$ cat config.mk
export PLATFORM = sky130hd
export DESIGN_NAME = fetch_stage
export DESIGN_NICKNAME = d
export VERILOG_FILES = /design/src/rtl/cpu_types_pkg.sv /design/src/rtl/fetch_skid_buf.sv /design/src/rtl/fetch_stage.sv
export SDC_FILE = /design/constraint.sdc
export NUM_CORES = 1
export LEC_CHECK = 0
export CAP_MARGIN = 20
export CORE_ASPECT_RATIO = 0.9
export CORE_MARGIN = 8
export CORE_UTILIZATION = 55
export DETAILED_ROUTE_END_ITERATION = 12
export GPL_ROUTABILITY_DRIVEN = 0
export PLACE_DENSITY = 0.86
export SYNTH_ARGS = -nofsm -noshare
export SYNTH_HDL_FRONTEND = slang
export SYNTH_HIERARCHICAL = 1
export SYNTH_SLANG_ARGS = --single-unit
$ cat constraint.sdc
create_clock -name CLK -period 4.2 [get_ports CLK]
set_input_delay 0.84 -clock CLK [delete_from_list [all_inputs] [get_ports CLK]]
set_output_delay 0.84 -clock CLK [all_outputs]
set_load 0.005 [all_outputs]
$ cat src/rtl/cpu_types_pkg.sv
// rtl/cpu_types_pkg.sv - shared CPU types for the fetch stage and its helpers
package cpu_types_pkg;

    typedef logic [31:0] word_t;

    typedef enum logic [1:0] {
        EMPTY  = 2'd0,
        HELD   = 2'd1,
        HALTED = 2'd2
    } fetch_state_t;

    typedef struct packed {
        word_t instr;
        word_t npc;
        logic  valid;
    } ifid_t;

    // An all-zero word decodes as sll $0,$0,0, so it doubles as the bubble.
    localparam word_t NOP_INSTR = 32'h0000_0000;
    localparam word_t PC_STEP   = 32'd4;

    localparam ifid_t IFID_BUBBLE = '{instr: NOP_INSTR, npc: 32'h0, valid: 1'b0};

endpackage

$ cat src/rtl/fetch_skid_buf.sv
// rtl/fetch_skid_buf.sv - one-entry {instr, npc} holding register for stalled fetches
module fetch_skid_buf
    import cpu_types_pkg::*;
(
    input  logic  CLK,
    input  logic  nRST,
    input  logic  load,
    input  logic  clear,
    input  word_t load_instr,
    input  word_t load_npc,
    output word_t instr,
    output word_t npc,
    output logic  full
);

    // Clear wins over load so a redirect always leaves the buffer empty.
    always_ff @(posedge CLK or negedge nRST) begin
        if (!nRST) begin
            instr <= NOP_INSTR;
            npc   <= 32'h0;
            full  <= 1'b0;
        end else if (clear) begin
            instr <= NOP_INSTR;
            npc   <= 32'h0;
            full  <= 1'b0;
        end else if (load) begin
            instr <= load_instr;
            npc   <= load_npc;
            full  <= 1'b1;
        end
    end

endmodule

$ cat src/rtl/fetch_stage.sv
// rtl/fetch_stage.sv - IF stage: PC, icache request, skid buffer, IF/ID latch (optional FETCH_PERF_EN counters)
module fetch_stage
    import cpu_types_pkg::*;
#(
    parameter word_t PC_INIT = 32'h0000_0000
)
(
    input  logic        CLK,
    input  logic        nRST,
    input  logic        ihit,
    input  word_t       iload,
    output logic        iREN,
    output word_t       iaddr,
    input  logic        stall,
    input  logic        redirect,
    input  word_t       redirect_addr,
    input  logic        halt_id,
    output word_t       instr,
    output word_t       npc,
    output logic        ifid_valid,
    output logic        halted
`ifdef FETCH_PERF_EN
    ,
    output logic [31:0] fetch_cnt,
    output logic [31:0] stall_cnt
`endif
);

    fetch_state_t state, state_next;
    word_t        pc, pc_plus4;
    ifid_t        ifid;

    logic  active, do_redirect, do_halt, do_stall, do_normal, accept;
    logic  buf_load, buf_clear, buf_full;
    word_t buf_instr, buf_npc;

    assign pc_plus4 = pc + PC_STEP;

    // Decode the per-cycle priority: redirect > halt_id > stall > normal; HALTED ignores all.
    always_comb begin
        active      = (state != HALTED);
        do_redirect = active && redirect;
        do_halt     = active && !redirect && halt_id;
        do_stall    = active && !redirect && !halt_id && stall;
        do_normal   = active && !redirect && !halt_id && !stall;
        accept      = (state == EMPTY) && ihit && !redirect && !halt_id;
        buf_load    = do_stall && accept;
        buf_clear   = do_redirect || do_halt || (do_normal && state == HELD);
    end

    // State register.
    always_ff @(posedge CLK or negedge nRST) begin
        if (!nRST) state <= EMPTY;
        else       state <= state_next;
    end

    // Next-state logic.
    always_comb begin
        state_next = state;
        if (do_redirect)                       state_next = EMPTY;
        else if (do_halt)                      state_next = HALTED;
        else if (buf_load)                     state_next = HELD;
        else if (do_normal && state == HELD)   state_next = EMPTY;
    end

    // FSM outputs: fetch only while the buffer is empty.
    always_comb begin
        iREN   = (state == EMPTY);
        halted = (state == HALTED);
    end

    // PC advances on every accepted hit, stalled or not, and reloads on redirect.
    always_ff @(posedge CLK or negedge nRST) begin
        if (!nRST)            pc <= PC_INIT;
        else if (do_redirect) pc <= redirect_addr;
        else if (accept)      pc <= pc_plus4;
    end

    // IF/ID latch: bubble on squash, hold on stall, drain buffer before new fetches.
    always_ff @(posedge CLK or negedge nRST) begin
        if (!nRST) begin
            ifid <= IFID_BUBBLE;
        end else if (do_redirect || do_halt) begin
            ifid <= IFID_BUBBLE;
        end else if (do_normal) begin
            if (state == HELD)
                ifid <= '{instr: buf_instr, npc: buf_npc, valid: buf_full};
            else if (ihit)
                ifid <= '{instr: iload, npc: pc_plus4, valid: 1'b1};
            else
                ifid <= IFID_BUBBLE;
        end
    end

    fetch_skid_buf u_skid (
        .CLK        (CLK),
        .nRST       (nRST),
        .load       (buf_load),
        .clear      (buf_clear),
        .load_instr (iload),
        .load_npc   (pc_plus4),
        .instr      (buf_instr),
        .npc        (buf_npc),
        .full       (buf_full)
    );

    assign iaddr      = pc;
    assign instr      = ifid.instr;
    assign npc        = ifid.npc;
    assign ifid_valid = ifid.valid;

`ifdef FETCH_PERF_EN
    // Performance counters; both freeze once HALTED.
    always_ff @(posedge CLK or negedge nRST) begin
        if (!nRST) begin
            fetch_cnt <= 32'h0;
            stall_cnt <= 32'h0;
        end else begin
            if (accept)
                fetch_cnt <= fetch_cnt + 32'd1;
            if (active && stall && ifid.valid)
                stall_cnt <= stall_cnt + 32'd1;
        end
    end
`endif

endmodule
* Yosys cells after proc, flatten, opt, wreduce, memory -nomap -nowiden
Cells that the tools add are included.
Storage, ports and cells: bits in registers 164, bits of input ports 70, output and inout bits 99, logic and storage cells 49
Cells by class: add/subtract/negate cells 1, equal/unequal tests 3, mux-type cells 16, reductions and logical operators 21
Operator list (count):
- $mux 65 | 4
- $mux 32 | 6
- $add 32x3->32 const B | 1
- $logic_and 1x1->1 | 11
- $mux 2 | 4
- $reduce_bool 2->1 | 3
- $reduce_bool 4->1 | 1
- $logic_not 1->1 | 3
- $eq 2x1->1 const B | 1
- $eq 2x2->1 const B | 1
- $logic_not 2->1 | 1
- $logic_or 1x1->1 | 2
- $mux 1 | 2
- $ne 2x2->1 const B | 1

* Depth between registers and ports, before layout
Gate-level depths: netlist of run 1.
depth in word-level cells 9, depth in mapped cells 9, mapped depth without buffers 8

* By module
Netlist of run 1, hierarchy kept.
By module, submodules not included:
- fetch_stage | times used 1, cells each 493, area each 5038.6 µm², sequential area each 2477.4 µm²
- fetch_skid_buf | times used 1, cells each 209, area each 2637.5 µm², sequential area each 1626.6 µm²

* Worst setup path before layout of run 1
No wires, ideal clock.
kind input-to-reg, from input port redirect, to register u_skid.npc[18], setup time 132 ps, arrival time 2634 ps, data required time 4068 ps, slack 1434 ps, cell stages on the path 9, buffers on the path 4, path through or2_2 > or3_1 > clkbuf_1 > clkbuf_1 > nor3_1 > buf_6 > buf_8 > mux2i_1 > nor2_1
Between the ends: elaborated cells between the ends (all ways) 15, classes of those cells mux (1); reduce/logical (14)
RTL lines:
- from (decl) | RTL line fetch_stage.sv:15 | input logic redirect,
- $logic_not 1->1 * | RTL line fetch_stage.sv:44, fetch_stage.sv:46
- $logic_and 1x1->1 (3 in series) | RTL line fetch_stage.sv:44 | do_stall = active && !redirect && !halt_id && stall;
- $logic_and 1x1->1 * | RTL line fetch_stage.sv:47 | buf_load = do_stall && accept;
- net buf_load | RTL line fetch_stage.sv:34 | logic buf_load, buf_clear, buf_full;
- $reduce_bool 2->1 (no source line) *
- to (signal assigned) | RTL line fetch_skid_buf.sv:28 | npc <= load_npc;
- to (decl) | RTL line fetch_skid_buf.sv:12 | output word_t npc,
The timed path passes the listed nets; every way through them passes the cells marked *. A chain may end at the register's enable or synchronous reset.

* Final worst setup path of run 1
from input port redirect, to register u_skid.npc[17]
The elaborated chain is that of the path after synthesis.

==> results.json, run 1 <==
{
  "highest_layer": "met4",
  "clkLatencyLatePin_ps": 430,
  "die_x_um": 140.5,
  "fraction_of_the_yosys_area_taken_by_sequential_cells_pct": 53.46,
  "cts-htree-levels": 4,
  "die_height_um": 128.1,
  "reg2regPathDepth": 7,
  "clock_tree.buffer_depth": 2,
  "drc": 0,
  "worst_clock_skew_ps": 9.802,
  "timing.max_slew.rel_slack_pct": 25.87,
  "fin_tns_setup_ps": 0,
  "yosys_warnings": 6,
  "dr.pass1.iters": 9,
  "rows": 41,
  "port_buffers": 168,
  "cts_post_setup_buffers_inserted": 0,
  "critical_path_launch_point_type": "primary input",
  "wl_per_cell_um": 21.41,
  "ys_types": 54,
  "hold_depth": 2,
  "r2r_start": "state[1]",
  "mostFrequentLayoutCells": "clkdlybuf4s50_1 (167), dfrtp_1 (164), nor2_1 (81)",
  "hold_class": "register to register",
  "final.fill_count": 896,
  "outcome": "completed",
  "crit_type": "primary input to register",
  "synth.ff_latch_count": 164,
  "met1_length_um": 8915,
  "cts_tree": "built",
  "rsz0062_at_grt": "no",
  "buffer_and_inverter_count_on_the_worst_path": 3,
  "met2_wire_len_um": 10420,
  "numClockSinks": 164,
  "floorplan.die_area_sq_um": 18000,
  "clock_tree.root_cell": "clkbuf_16",
  "timing.final.max_slew_violations": 0,
  "max-cap-violations": 0,
  "grt_first_pass_wirelength_um": 34840,
  "cts_made_buffers": 17,
  "worst-path-stages": 8,
  "timing.reg2reg.setup_slack_ps": 1720,
  "grt_usage_pct": 24.29,
  "largest_net_degree_at_the_start_of_global_routing": 107,
  "final-hold-violation-count": 0,
  "worstHoldStart": "instr[2]",
  "synthTopCellsByArea": "dfrtp_1 (53%), mux2i_1 (8.3%), a222oi_1 (4.8%)",
  "synthArstFlopShare_pct": 100.0,
  "number_of_synthesized_flops_with_an_enable_pin": 0,
  "ios": 169,
  "most_common_cell_after_layout_fill_and_taps_aside": "clkdlybuf4s50_1",
  "leakage_power_of_the_design_nw": 4.768,
  "regArea_sq_um": 4104,
  "core_region_area_sq_um": 13850,
  "peakVddDrop_mv": 0.3257,
  "starting_density_of_the_core_pct": 55.42,
  "synth_flop_cell": "dfrtp_1",
  "vias_per_cell": 6.303,
  "routed_wl_um": 22090,
  "vias": 6505,
  "yosysTopAreaCellShare_pct": 53.46,
  "crit-reg2reg-capture": "u_skid/npc[17]",
  "post_cts_resized": 0,
  "min_period_over_period_pct": 73.54,
  "drt_first_iter_violations": 844,
  "areaGrowthSynthToFinish_pct": 30.58,
  "postSynthAreaPerCell_sq_um": 10.93,
  "wl_met3_um": 2220,
  "timing.critical_path.slowest_stage_cell": "clkdlybuf4s50_1",
  "grt_pass1_vias": 6606,
  "worst_slew_pin_slew_ps": 1109,
  "count_of_mapped_cells_out_of_synthesis": 702,
  "critPathRequiredTime_ps": 4460,
  "globalRoute.totalOverflow": 0,
  "antenna_left": 0,
  "clock_edge_transition_at_the_registers_on_the_reported_setup_and_hold_paths_ps": 60,
  "dp.final_hpwl_um": 14290,
  "cellPowerDensity_nw_per_um2": 479.4,
  "delay_contributed_by_the_slowest_stage_of_the_critical_path_ps": 460,
  "worstPathMaxFanout": 65,
  "drive_above_1_share_pct": 8.023,
  "post_layout_nets": 918,
  "multi_input_comb_area_sq_um": 3102,
  "synthesis.area_sq_um": 7676,
  "cp_cell_sequence": "clkdlybuf4s50_1 -> or2_2 -> or3_1 -> buf_4 -> nor3_2 -> buf_12 -> mux2i_1 -> nor2_1",
  "antenna-diode-count": 0,
  "final_cell_area_sq_um": 10020,
  "hold_buffers": 0,
  "cp_data_arrival_time_ps": 3350,
  "hold-path-endpoint": "instr[2]",
  "setup_viol": 0,
  "worst_path_dominant_cell_family": "buffers and inverters",
  "crit_path_capture_type": "register",
  "dpl_cell_area_sq_um": 9418,
  "period_minus_slack_ps": 3089,
  "antenna_found_initial": 0,
  "syn_nets": 773,
  "synth_area_leader_cell": "dfrtp_1",
  "fmax_mhz": 323.8
}
[layer usage]
metal / vias up / global-route usage, %
met1: 3249 / 30.80
met4: 0 / 9.091
met3: 54 / 7.111
met5: - / 0
met2: 391 / 38.88
li1: 2811 / -
[logic make-up (layout without fill, tap and decap cells)]
group                      Yosys count  in the layout  share of synthesized area, %
and+or+nand+nor                    186            186                         12.60
xor gates and xnor gates            29             29                         3.309
buffers and inverters              107            265                         6.536
AOI/OAI and AO/OA                  149            149                         15.29
DFF                                164            164                         53.46
adders and majority gates            1              1                        0.1630
muxes                               66             66                         8.639
[power by group]
group | leakage, nW | total [mW] | switching [mW] | internal [mW]
combinational | 2.25 | 1.07 | 0.433 | 0.635
sequential | 2.23 | 2.15 | 0.373 | 1.78
clock | 0.285 | 1.59 | 0.643 | 0.943
total | 4.77 | 4.81 | 1.45 | 3.36
[layout make-up]
type	instances	share of cell area (%)
sequential	164	40.94
multi-input combinational	431	30.94
timing repair buffer	180	17.94
clock buffer	22	4.831
tap	172	2.147
inverter	53	1.985
clock inverter	10	1.211
[synthesized netlist by cell type, types with 20 or more instances]
master    instances
a22oi_1          27
inv_1            53
nand3_1          29
a222oi_1         37
dfrtp_1         164
mux2i_1          64
nor2_1           83
nand2_1          24
xnor2_1          23
clkbuf_1         25
o21ai_0          21
a21o_1           20
[tightest hold or removal path, stage by stage, from the launching register on]
cell	delay [ps]
dfrtp_1	340
a222oi_1	80
inv_1	50
[per-stage QoR]
| step | worst slack [ps] | util, % | std cells | total power, mW | hold WS (ps) |
|---|---|---|---|---|---|
| 2_1_floorplan | 1434 | - | 702 | 2.533 | 460.5 |
| 3_3_place_gp | 814.8 | 67.99 | 1000 | 3.172 | 475.9 |
| 3_5_place_dp | 731.9 | 67.99 | 1000 | 3.217 | 493.6 |
| 4_1_cts | 1112 | 72.37 | 1032 | 4.817 | 507.3 |
| 5_1_grt | 1016 | 72.37 | 1032 | 4.994 | 535.2 |
| 6_report | 1111 | 72.37 | 1032 | 4.805 | 505.3 |
[sequential cells by signal, summed over array words and instances, names as in the netlist]
| name | cells |
|---|---|
| iaddr | 32 |
| ifid_valid | 1 |
| u_skid/npc | 32 |
| u_skid/full | 1 |
| state | 2 |
| npc | 32 |
| instr | 32 |
| u_skid/instr | 32 |
[how the worst max path moves through the flow]
stage,from,endpoint
after floorplan,redirect,u_skid/npc[18]
after global placement,redirect,u_skid/instr[1]
after detailed placement,redirect,u_skid/instr[5]
after CTS,redirect,u_skid/npc[17]
after global routing,redirect,u_skid/npc[17]
final,redirect,u_skid/npc[17]
Note: power is estimated with default switching activity, not from simulation.
==> run 2, diff against run 1 <==
--- a/config.mk
+++ b/config.mk
@@ -8,10 +8,10 @@
 export CAP_MARGIN = 20
 export CORE_ASPECT_RATIO = 0.9
 export CORE_MARGIN = 8
-export CORE_UTILIZATION = 55
+export CORE_UTILIZATION = 46
 export DETAILED_ROUTE_END_ITERATION = 12
 export GPL_ROUTABILITY_DRIVEN = 0
-export PLACE_DENSITY = 0.86
+export PLACE_DENSITY = 0.77
 export SYNTH_ARGS = -nofsm -noshare
 export SYNTH_HDL_FRONTEND = slang
 export SYNTH_HIERARCHICAL = 1
==> constraint.sdc (replaced) <==
create_clock -name CLK -period 2.7 [get_ports CLK]
set_input_delay 0.54 -clock CLK [delete_from_list [all_inputs] [get_ports CLK]]
set_output_delay 0.54 -clock CLK [all_outputs]
set_load 0.005 [all_outputs]
==> results.json, run 2 (same netlist as run 1, synthesis figures left out) <==
{
  "crit_type": "register to output port",
  "cp_data_arrival_time_ps": 2060,
  "grt_first_pass_wirelength_um": 34180,
  "hold_class": "primary input to asynchronous set/reset pin",
  "vias": 6206,
  "fmax_mhz": 384.9,
  "peakVddDrop_mv": 0.4390,
  "grt_usage_pct": 20.10,
  "highest_layer": "met4",
  "die_height_um": 138.6,
  "core_region_area_sq_um": 16240,
  "r2r_start": "iaddr[4]",
  "clock_tree.root_cell": "clkbuf_16",
  "max-cap-violations": 0,
  "timing.critical_path.slowest_stage_cell": "clkdlybuf4s50_1",
  "die_x_um": 152.2,
  "period_minus_slack_ps": 2598,
  "clkLatencyLatePin_ps": 430,
  "timing.final.max_slew_violations": 0,
  "crit_path_capture_type": "output port",
  "rows": 44,
  "dp.final_hpwl_um": 14380,
  "drt_first_iter_violations": 516,
  "cellPowerDensity_nw_per_um2": 714.1,
  "final-hold-violation-count": 0,
  "cts-htree-levels": 4,
  "largest_net_degree_at_the_start_of_global_routing": 58,
  "grt_pass1_vias": 6199,
  "post_cts_resized": 0,
  "cts_made_buffers": 17,
  "final.fill_count": 1288,
  "met2_wire_len_um": 10000,
  "met1_length_um": 9190,
  "clock_tree.buffer_depth": 2,
  "wl_met3_um": 1514,
  "drive_above_1_share_pct": 9.497,
  "timing.max_slew.rel_slack_pct": 56.83,
  "worst_path_dominant_cell_family": "buffers and inverters",
  "cts_tree": "built",
  "dr.pass1.iters": 7,
  "leakage_power_of_the_design_nw": 4.871,
  "port_buffers": 168,
  "drc": 0,
  "vias_per_cell": 5.736,
  "setup_viol": 0,
  "worst_clock_skew_ps": 13.34,
  "mostFrequentLayoutCells": "clkdlybuf4s50_1 (167), dfrtp_1 (164), nor2_1 (81)",
  "outcome": "completed",
  "min_period_over_period_pct": 96.22,
  "numClockSinks": 164,
  "areaGrowthSynthToFinish_pct": 33.69,
  "antenna_left": 0,
  "hold_buffers": 0,
  "routed_wl_um": 21170,
  "most_common_cell_after_layout_fill_and_taps_aside": "clkdlybuf4s50_1",
  "fin_tns_setup_ps": 0,
  "cp_cell_sequence": "nor2b_1 -> clkdlybuf4s50_1",
  "cts_post_setup_buffers_inserted": 0,
  "rsz0062_at_grt": "no",
  "worstPathMaxFanout": 8,
  "buffer_and_inverter_count_on_the_worst_path": 1,
  "ios": 169,
  "timing.critical_path.from": "state[0]",
  "floorplan.die_area_sq_um": 21080,
  "post-route-util_pct": 63.19,
  "critical_path_launch_point_type": "register",
  "clock_edge_transition_at_the_registers_on_the_reported_setup_and_hold_paths_ps": 70,
  "globalRoute.totalOverflow": 0,
  "wl_per_cell_um": 19.57,
  "post_layout_nets": 932,
  "worst_slew_pin_slew_ps": 645.9,
  "antenna_found_initial": 1,
  "starting_density_of_the_core_pct": 47.27,
  "critPathRequiredTime_ps": 2160,
  "delay_contributed_by_the_slowest_stage_of_the_critical_path_ps": 630
}
==> run 2: cell types whose count changed in the layout (fill, tap and decap cells not counted), sizes merged <==
| cell | delta |
|---|---|
| buf | +14 |
| bufinv | -1 |
| clkinv | +4 |
| clkinvlp | -3 |
| diode | +1 |
==> run 2: worst paths after layout <==
path                                  end  slack [ps]  depth (start not counted)
max                                halted         100                          2
min                             iaddr[23]          80                          1
max reg2reg                u_skid/npc[31]         310                          6
min reg2reg                     instr[16]         510                          2
max in group asynchronous   u_skid/npc[3]        1940                          2
min in group CLK                instr[16]         510                          2
==> run 2: through the flow <==
| step | area [sq um] | hold slack (ps) | total power [mW] | setup WS (ps) | std cells |
|---|---|---|---|---|---|
| final | 10260 | 76.26 | 7.328 | 102.1 | 1082 |
| after global routing | 10260 | 104.6 | 7.674 | 2.705 | 1082 |
| after CTS | 10260 | 87.91 | 7.382 | 138.2 | 1081 |
| after detailed placement | 9679 | 492.9 | 5.004 | 27.31 | 1049 |
| after global placement | 9679 | 474.8 | 4.977 | 65.59 | 1049 |
| after floorplan | 7676 | 244.4 | 3.940 | 234.3 | 702 |
==> run 2: final cells by class <==
cell class                      count  area [sq um]  area share, %
Antenna cell                        1         2.502        0.02438
Clock buffer                       22         484.2          4.718
Clock inverter                     10         96.34         0.9388
Inverter                           53         198.9          1.939
Multi-Input combinational cell    431          3102          30.22
Sequential cell                   164          4104          39.99
Tap cell                          207         259.0          2.524
Timing Repair Buffer              194          2016          19.64
==> run 2: metal layers <==
layer / up-vias / GRT usage [%]
met5: - / 0
met3: 32 / 5.265
met2: 255 / 31.25
met1: 3063 / 26.28
met4: 0 / 8.198
li1: 2856 / -
==> run 2: where the power goes <==
part           internal, mW  switching [mW]
combinational          1.00           0.679
clock                  1.37           0.996
sequential             2.77           0.510
total                  5.14            2.18
==> run 2: worst reg2reg max path, cell delays in order (launching register included) <==
cell and delay [ps]:
dfrtp_1 530, nand4_2 230, nor4_2 580, nand4_1 290, xnor2_1 460, mux2i_1 150, nor2_1 100
